===== config.mk =====
export PLATFORM = sky130hd
export DESIGN_NAME = multi_ctl_flat
export DESIGN_NICKNAME = d
export VERILOG_FILES = /design/src/rtl/multi_ctl_pkg.sv /design/src/rtl/multi_ctl_if.sv /design/src/rtl/multi_ctl.sv /design/src/flat_wrapper.sv
export SDC_FILE = /design/constraint.sdc
export NUM_CORES = 1
export LEC_CHECK = 0
export ABC_CLOCK_PERIOD_IN_PS = 2060
export CORE_MARGIN = 4
export CORE_UTILIZATION = 37
export DETAILED_ROUTE_END_ITERATION = 10
export PLACE_DENSITY = 0.77
export SYNTH_ARGS = -nofsm -noshare
export SYNTH_HDL_FRONTEND = slang
export SYNTH_SLANG_ARGS = --single-unit

===== constraint.sdc =====
create_clock -name clk -period 2.06 [get_ports clk]
set_input_delay 0.206 -clock clk [delete_from_list [all_inputs] [get_ports clk]]
set_output_delay 0.206 -clock clk [all_outputs]
set_load 0.01 [all_outputs]

===== src/rtl/multi_ctl_pkg.sv =====
// -----------------------------------------------------------------------------
// multi_ctl_pkg
//   Shared definitions for the multi-cycle MIPS control FSM:
//   - supported opcode values (IR[31:26])
//   - state encodings S_IF..S_JMP
//   - ALU operation, ALU B-source and PC-source select constants
//   - packed control word carried from the decoder to the output stage
//   - helper that says whether an opcode is implemented
// -----------------------------------------------------------------------------
package multi_ctl_pkg;

  // Width of the state register; ten states need at least four bits.
  localparam int ST_BITS = 4;

  // Opcodes handled by the controller.
  localparam logic [5:0] OP_RTYPE = 6'b000000;
  localparam logic [5:0] OP_J     = 6'b000010;
  localparam logic [5:0] OP_BEQ   = 6'b000100;
  localparam logic [5:0] OP_LW    = 6'b100011;
  localparam logic [5:0] OP_SW    = 6'b101011;

  // ALU operation (same encoding as the single-cycle controller).
  localparam logic [1:0] ALUOP_ADD   = 2'b00;
  localparam logic [1:0] ALUOP_FUNCT = 2'b10;
  localparam logic [1:0] ALUOP_SUB   = 2'b11;

  // ALU B operand source.
  localparam logic [1:0] ALUSRCB_RT      = 2'b00;
  localparam logic [1:0] ALUSRCB_FOUR    = 2'b01;
  localparam logic [1:0] ALUSRCB_IMM     = 2'b10;
  localparam logic [1:0] ALUSRCB_IMM_SH2 = 2'b11;

  // Next-PC source.
  localparam logic [1:0] PCSRC_ALU    = 2'b00;
  localparam logic [1:0] PCSRC_ALUOUT = 2'b01;
  localparam logic [1:0] PCSRC_JUMP   = 2'b10;

  // Controller states. Encodings 10..15 are unused and recover to S_IF.
  typedef enum logic [ST_BITS-1:0] {
    S_IF    = 4'd0,
    S_ID    = 4'd1,
    S_MADDR = 4'd2,
    S_MRD   = 4'd3,
    S_WBL   = 4'd4,
    S_MWR   = 4'd5,
    S_EXR   = 4'd6,
    S_WBR   = 4'd7,
    S_BEQ   = 4'd8,
    S_JMP   = 4'd9
  } state_t;

  // Every datapath control in one word so it can be cleared in one step.
  typedef struct packed {
    logic       pcwrite;
    logic       pcwritecond;
    logic       iord;
    logic       memread;
    logic       memwrite;
    logic       irwrite;
    logic       memtoreg;
    logic       regdst;
    logic       regwrite;
    logic       alusrca;
    logic [1:0] alusrcb;
    logic [1:0] aluop;
    logic [1:0] pcsource;
    logic       instr_done;
    logic       illegal_op;
  } ctl_t;

  // True for the five opcodes the datapath can execute.
  function automatic logic is_supported(input logic [5:0] op);
    logic ok;
    case (op)
      OP_RTYPE, OP_J, OP_BEQ, OP_LW, OP_SW: ok = 1'b1;
      default:                              ok = 1'b0;
    endcase
    return ok;
  endfunction

endpackage : multi_ctl_pkg


===== src/rtl/multi_ctl_if.sv =====
// -----------------------------------------------------------------------------
// multi_ctl_if
//   Controller <-> multi-cycle datapath bundle.
//   Datapath to controller : opcode (IR[31:26]), mem_ready
//   Controller to datapath : PC/IR/regfile/memory enables, mux selects,
//                            instr_done and illegal_op status pulses
//   master : the controller side (drives the controls)
//   slave  : the datapath side (drives opcode and mem_ready)
// -----------------------------------------------------------------------------
interface multi_ctl_if;

  logic [5:0] opcode;
  logic       mem_ready;

  logic       pcwrite;
  logic       pcwritecond;
  logic       iord;
  logic       memread;
  logic       memwrite;
  logic       irwrite;
  logic       memtoreg;
  logic       regdst;
  logic       regwrite;
  logic       alusrca;
  logic [1:0] alusrcb;
  logic [1:0] aluop;
  logic [1:0] pcsource;
  logic       instr_done;
  logic       illegal_op;

  modport master (
    input  opcode, mem_ready,
    output pcwrite, pcwritecond, iord, memread, memwrite, irwrite,
           memtoreg, regdst, regwrite, alusrca, alusrcb, aluop, pcsource,
           instr_done, illegal_op
  );

  modport slave (
    output opcode, mem_ready,
    input  pcwrite, pcwritecond, iord, memread, memwrite, irwrite,
           memtoreg, regdst, regwrite, alusrca, alusrcb, aluop, pcsource,
           instr_done, illegal_op
  );

endinterface : multi_ctl_if


===== src/rtl/multi_ctl.sv =====
// -----------------------------------------------------------------------------
// multi_ctl
//   Multi-cycle MIPS control FSM. Steps the shared datapath through
//   fetch / decode / execute / memory / write-back one instruction at a time
//   for R-type, LW, SW, BEQ and J. Memory states wait on mem_ready.
// Ports
//   clk    in            rising-edge clock
//   reset  in            synchronous, active-high; forces all controls to 0
//   bus    master        opcode/mem_ready in, every datapath control out
//   state  out STATE_W   current state (debug); reads S_IF while in reset
// -----------------------------------------------------------------------------
module multi_ctl
  import multi_ctl_pkg::*;
#(
  parameter int STATE_W = 4
) (
  input  logic               clk,
  input  logic               reset,
  multi_ctl_if.master        bus,
  output logic [STATE_W-1:0] state
);

  state_t state_r;
  state_t next_state_s;
  ctl_t   dec_s;
  ctl_t   out_s;

  // State register with synchronous reset back to instruction fetch.
  always_ff @(posedge clk) begin
    if (reset) begin
      state_r <= S_IF;
    end else begin
      state_r <= next_state_s;
    end
  end

  // Next-state logic; opcode is looked at only in S_ID and S_MADDR.
  always_comb begin
    next_state_s = S_IF;
    case (state_r)
      S_IF: begin
        if (bus.mem_ready) begin
          next_state_s = S_ID;
        end else begin
          next_state_s = S_IF;
        end
      end
      S_ID: begin
        case (bus.opcode)
          OP_RTYPE:     next_state_s = S_EXR;
          OP_LW, OP_SW: next_state_s = S_MADDR;
          OP_BEQ:       next_state_s = S_BEQ;
          OP_J:         next_state_s = S_JMP;
          default:      next_state_s = S_IF;
        endcase
      end
      S_MADDR: begin
        // Opcode can only be LW or SW here; anything else abandons the
        // instruction rather than guessing a direction.
        if (bus.opcode == OP_LW) begin
          next_state_s = S_MRD;
        end else if (bus.opcode == OP_SW) begin
          next_state_s = S_MWR;
        end else begin
          next_state_s = S_IF;
        end
      end
      S_MRD: begin
        if (bus.mem_ready) begin
          next_state_s = S_WBL;
        end else begin
          next_state_s = S_MRD;
        end
      end
      S_MWR: begin
        if (bus.mem_ready) begin
          next_state_s = S_IF;
        end else begin
          next_state_s = S_MWR;
        end
      end
      S_WBL:   next_state_s = S_IF;
      S_EXR:   next_state_s = S_WBR;
      S_WBR:   next_state_s = S_IF;
      S_BEQ:   next_state_s = S_IF;
      S_JMP:   next_state_s = S_IF;
      default: next_state_s = S_IF;
    endcase
  end

  // Control decode: Moore per state, with the fetch write enables and the
  // store completion pulse held back until memory reports ready.
  always_comb begin
    dec_s = '0;
    case (state_r)
      S_IF: begin
        dec_s.memread  = 1'b1;
        dec_s.iord     = 1'b0;
        dec_s.alusrca  = 1'b0;
        dec_s.alusrcb  = ALUSRCB_FOUR;
        dec_s.aluop    = ALUOP_ADD;
        dec_s.pcsource = PCSRC_ALU;
        if (bus.mem_ready) begin
          dec_s.irwrite = 1'b1;
          dec_s.pcwrite = 1'b1;
        end else begin
          dec_s.irwrite = 1'b0;
          dec_s.pcwrite = 1'b0;
        end
      end
      S_ID: begin
        // Precompute the branch target into ALUOut while decoding.
        dec_s.alusrca    = 1'b0;
        dec_s.alusrcb    = ALUSRCB_IMM_SH2;
        dec_s.aluop      = ALUOP_ADD;
        dec_s.illegal_op = ~is_supported(bus.opcode);
      end
      S_MADDR: begin
        dec_s.alusrca = 1'b1;
        dec_s.alusrcb = ALUSRCB_IMM;
        dec_s.aluop   = ALUOP_ADD;
      end
      S_MRD: begin
        dec_s.memread = 1'b1;
        dec_s.iord    = 1'b1;
      end
      S_WBL: begin
        dec_s.regwrite   = 1'b1;
        dec_s.regdst     = 1'b0;
        dec_s.memtoreg   = 1'b1;
        dec_s.instr_done = 1'b1;
      end
      S_MWR: begin
        dec_s.memwrite   = 1'b1;
        dec_s.iord       = 1'b1;
        dec_s.instr_done = bus.mem_ready;
      end
      S_EXR: begin
        dec_s.alusrca = 1'b1;
        dec_s.alusrcb = ALUSRCB_RT;
        dec_s.aluop   = ALUOP_FUNCT;
      end
      S_WBR: begin
        dec_s.regwrite   = 1'b1;
        dec_s.regdst     = 1'b1;
        dec_s.memtoreg   = 1'b0;
        dec_s.instr_done = 1'b1;
      end
      S_BEQ: begin
        dec_s.alusrca     = 1'b1;
        dec_s.alusrcb     = ALUSRCB_RT;
        dec_s.aluop       = ALUOP_SUB;
        dec_s.pcwritecond = 1'b1;
        dec_s.pcsource    = PCSRC_ALUOUT;
        dec_s.instr_done  = 1'b1;
      end
      S_JMP: begin
        dec_s.pcwrite    = 1'b1;
        dec_s.pcsource   = PCSRC_JUMP;
        dec_s.instr_done = 1'b1;
      end
      default: begin
        dec_s = '0;
      end
    endcase
  end

  // Reset overrides decode so no write enable can fire on the abort cycle.
  always_comb begin
    if (reset) begin
      out_s = '0;
      state = STATE_W'(S_IF);
    end else begin
      out_s = dec_s;
      state = STATE_W'(state_r);
    end
  end

  assign bus.pcwrite     = out_s.pcwrite;
  assign bus.pcwritecond = out_s.pcwritecond;
  assign bus.iord        = out_s.iord;
  assign bus.memread     = out_s.memread;
  assign bus.memwrite    = out_s.memwrite;
  assign bus.irwrite     = out_s.irwrite;
  assign bus.memtoreg    = out_s.memtoreg;
  assign bus.regdst      = out_s.regdst;
  assign bus.regwrite    = out_s.regwrite;
  assign bus.alusrca     = out_s.alusrca;
  assign bus.alusrcb     = out_s.alusrcb;
  assign bus.aluop       = out_s.aluop;
  assign bus.pcsource    = out_s.pcsource;
  assign bus.instr_done  = out_s.instr_done;
  assign bus.illegal_op  = out_s.illegal_op;

endmodule : multi_ctl


===== src/flat_wrapper.sv =====
// flat-port wrapper written by rule: the top's interface ports become plain ports
module multi_ctl_flat import multi_ctl_pkg::*;
#(
  parameter int STATE_W = 4
)
  (clk, reset, state, bus_opcode, bus_mem_ready, bus_pcwrite, bus_pcwritecond, bus_iord, bus_memread, bus_memwrite, bus_irwrite, bus_memtoreg, bus_regdst, bus_regwrite, bus_alusrca, bus_alusrcb, bus_aluop, bus_pcsource, bus_instr_done, bus_illegal_op);
  multi_ctl_if bus_i ();
  input  logic clk;
  input  logic reset;
  output logic [STATE_W-1:0] state;
  input wire logic [$bits(bus_i.opcode)-1:0] bus_opcode;
  input wire logic [$bits(bus_i.mem_ready)-1:0] bus_mem_ready;
  output wire logic [$bits(bus_i.pcwrite)-1:0] bus_pcwrite;
  output wire logic [$bits(bus_i.pcwritecond)-1:0] bus_pcwritecond;
  output wire logic [$bits(bus_i.iord)-1:0] bus_iord;
  output wire logic [$bits(bus_i.memread)-1:0] bus_memread;
  output wire logic [$bits(bus_i.memwrite)-1:0] bus_memwrite;
  output wire logic [$bits(bus_i.irwrite)-1:0] bus_irwrite;
  output wire logic [$bits(bus_i.memtoreg)-1:0] bus_memtoreg;
  output wire logic [$bits(bus_i.regdst)-1:0] bus_regdst;
  output wire logic [$bits(bus_i.regwrite)-1:0] bus_regwrite;
  output wire logic [$bits(bus_i.alusrca)-1:0] bus_alusrca;
  output wire logic [$bits(bus_i.alusrcb)-1:0] bus_alusrcb;
  output wire logic [$bits(bus_i.aluop)-1:0] bus_aluop;
  output wire logic [$bits(bus_i.pcsource)-1:0] bus_pcsource;
  output wire logic [$bits(bus_i.instr_done)-1:0] bus_instr_done;
  output wire logic [$bits(bus_i.illegal_op)-1:0] bus_illegal_op;
  assign bus_i.opcode = bus_opcode;
  assign bus_i.mem_ready = bus_mem_ready;
  assign bus_pcwrite = bus_i.pcwrite;
  assign bus_pcwritecond = bus_i.pcwritecond;
  assign bus_iord = bus_i.iord;
  assign bus_memread = bus_i.memread;
  assign bus_memwrite = bus_i.memwrite;
  assign bus_irwrite = bus_i.irwrite;
  assign bus_memtoreg = bus_i.memtoreg;
  assign bus_regdst = bus_i.regdst;
  assign bus_regwrite = bus_i.regwrite;
  assign bus_alusrca = bus_i.alusrca;
  assign bus_alusrcb = bus_i.alusrcb;
  assign bus_aluop = bus_i.aluop;
  assign bus_pcsource = bus_i.pcsource;
  assign bus_instr_done = bus_i.instr_done;
  assign bus_illegal_op = bus_i.illegal_op;
  multi_ctl #(.STATE_W(STATE_W)) u_core (.clk(clk), .reset(reset), .bus(bus_i), .state(state));
endmodule

==> results.cfg <==
[synth]
synthFlopType = dfxtp_1
synth_cell_types = 35
synth_common_cells = nor2b_1, nand2b_1, nor3_1
synth.avg_cell_area_um2 = 6.83
synth_top_area_share_pct = 14.5
synthArstFlopShare_pct = 0
synth-seq-cells = 4
syn_area_um2 = 553
synth_edf_count = 0
yosysWarnings = 0
synth_nets = 90
synth.most_common_cell = nor2b_1
ys_seq_area_share_pct = 14.5
yosysTopAreaCell = dfxtp_1
synth_area_leaders = dfxtp_1, nor2b_1, nand2b_1
syn_inst = 81

[global_route]
track_usage_pct = 19.1
grt_pass1_vias = 739
gr-total-overflow = 0
grt_antenna_before_repair = 0
grt_max_degree = 15
grt_pass1_wl_mm = 2.95

[hold_path]
hp-class = primary input to flip-flop

[power_and_ir_drop]
power.density_mw_per_mm2 = 285
p_switching_uw = 86.2
intPower_uw = 207
power.leakage_nw = 0.460
swShare_pct = 29.4
p_clk_share_pct = 33.7
pwr-share-comb_pct = 38.1
p_seq_share_pct = 28.2
ir_worst_vdd_uv = 279

[timing]
relSlewSlack_pct = 58.3
rsz0062_at_grt = false
finClkSkew_ps = 0.647
hold_viol_final = 0
fin_setup_tns_ps = 0
clock.fmax_ghz = 0.504
setup_viol = 0
min_period_ps = 1980
timing.final.crit_share_pct = 96.3
maxSlewViolCount = 0
worst_pin_slew_ps = 617

[placement]
hpwl_mm = 1.44
numPortBuffers = 30
gp_congestion = 0.849

[die]
die-width_um = 46.7
core_mm2 = 0.00135
core.rowCount = 13
ioPinCount = 31
dieArea_mm2 = 0.00218
dieHeight_um = 46.7
start_util_pct = 41.0

[clock_tree]
cts_hold_buffers = 0
cts_max_level = 1
clk_pin_slew_ps = 40
clkLatencyLatePin_ps = 240
cts.path.max_buffers = 2
cts_root_buf = clkbuf_4
cts_tree = yes
post_cts_buffers = 0
numClockSinks = 4
cts_made_buffers = 3

[drt]
wl_mm = 1.86
routed-via-count = 764
routedWlPerCell_um = 13.5
first_pass_iters = 4
drc = 0
drtAntennaViolNets = 0
drt_iter0_drc = 15
vias_per_cell = 5.54

[worst_setup_path]
cp_data_required_time_ps = 1850
crit_path_max_incr_delay_ps = 570
cp_cell_sequence = buf_6 -> nor2b_2 -> nand2b_1 -> a211oi_1 -> clkdlybuf4s50_1
critPathKind = flip-flop to primary output
crit_family = buffers and inverters
cp_max_fo = 10
end_kind = primary output
arrival_ps = 1780
slowest_stage = clkdlybuf4s50_1
path_buf_inv = 2
critPathLaunchType = flip-flop

[cells_and_area]
final_util_pct = 76.3
n_antenna_cell = 0
nets = 134
reg_top3 = u_core.state_r: 4 flops
n_fill_cell = 105
layout-drive-gt1-share_pct = 26.8
area_growth_pct = 86.2
regMostFlops = u_core.state_r
largest_reg_flops = 4

[flow_run]
drv_cap = 0

[outcome]
outcome = complete, no violations
[path summary, 6_finish.rpt]
check	start	endpoint	slack [ps]	depth (start not counted)
hold / removal	bus_opcode[4]	u_core.state_r[3]	610	2
setup / recovery	u_core.state_r[2]	bus_aluop[1]	80	5
setup reg to reg	u_core.state_r[0]	u_core.state_r[2]	330	4
hold reg to reg	u_core.state_r[2]	u_core.state_r[3]	620	2
[what timing repair did]
item / CTS / global route
pin swaps: 0 / 1
hold endpoints to repair: 0 / 0
setup endpoints to repair: 5 / 9
resized for setup: 6 / 12
[power groups by stage]
| stage | Sequential (mW) | Clock (mW) | Combinational [mW] |
|---|---|---|---|
| 5_1_grt | 0.0827 | 0.107 | 0.121 |
| 2_1_floorplan | 0.0826 | 0 | 0.0483 |
| 3_3_place_gp | 0.0836 | 0 | 0.108 |
| 4_1_cts | 0.0824 | 0.103 | 0.111 |
| 6_report | 0.0827 | 0.0987 | 0.112 |
| 3_5_place_dp | 0.0837 | 0 | 0.110 |
[final cells by class]
cell class	instances	area, um^2	share of cell area [%]
inverter	2	7.51	0.729
tap	15	18.8	1.82
timing repair buffer	45	428	41.6
sequential	4	82.6	8.02
clock buffer	3	22.5	2.19
multi-input combinational	69	470	45.7
[worst reg2reg max path, stage by stage, from the launching register on]
cell,delay (ps)
dfxtp_1,340
buf_4,180
or4_4,550
or4_1,420
a31oi_1,160
[cell families after synthesis]
kind of cell	after synthesis	share of synthesized area, %
flops	4	14.5
xor+xnor	3	4.75
buf+inv	8	6.33
simple gates	51	55.7
compound gates	15	18.8
[cells in the final DEF, fill, tap and decap left out, types with 3 or more instances in the layout]
cell type	n
nand2b_1	6
clkbuf_4	3
nor3_2	3
nand2_1	3
nor2_1	6
buf_4	13
nor2b_1	7
clkdlybuf4s50_1	24
or2_2	3
nor3_1	4
a211oi_1	3
dlymetal6s2s_1	4
xnor2_1	3
[layer usage]
| metal | global-route usage [%] | up-vias | wire length [um] |
|---|---|---|---|
| met1 | 19.3 | 346 | 708 |
| met4 | 13.3 | 0 | 59 |
| met3 | 1.56 | 7 | 178 |
| met2 | 36.0 | 33 | 916 |
| met5 | 0 | - | 0 |
| li1 | - | 378 | - |
[stage by stage]
| stage | cells | hold slack (ps) | instance area (um^2) | power [mW] | worst slack [ps] |
|---|---|---|---|---|---|
| 6_report | 138 | 608 | 1030 | 0.293 | 75.8 |
| 5_1_grt | 138 | 635 | 1030 | 0.311 | 5.91 |
| 4_1_cts | 138 | 588 | 990 | 0.296 | 9.53 |
| 3_5_place_dp | 135 | 581 | 957 | 0.193 | -135 |
| 3_3_place_gp | 135 | 586 | 957 | 0.191 | -147 |
| 2_1_floorplan | 81 | 283 | 553 | 0.131 | 501 |
(Power assumes the default switching activity.)
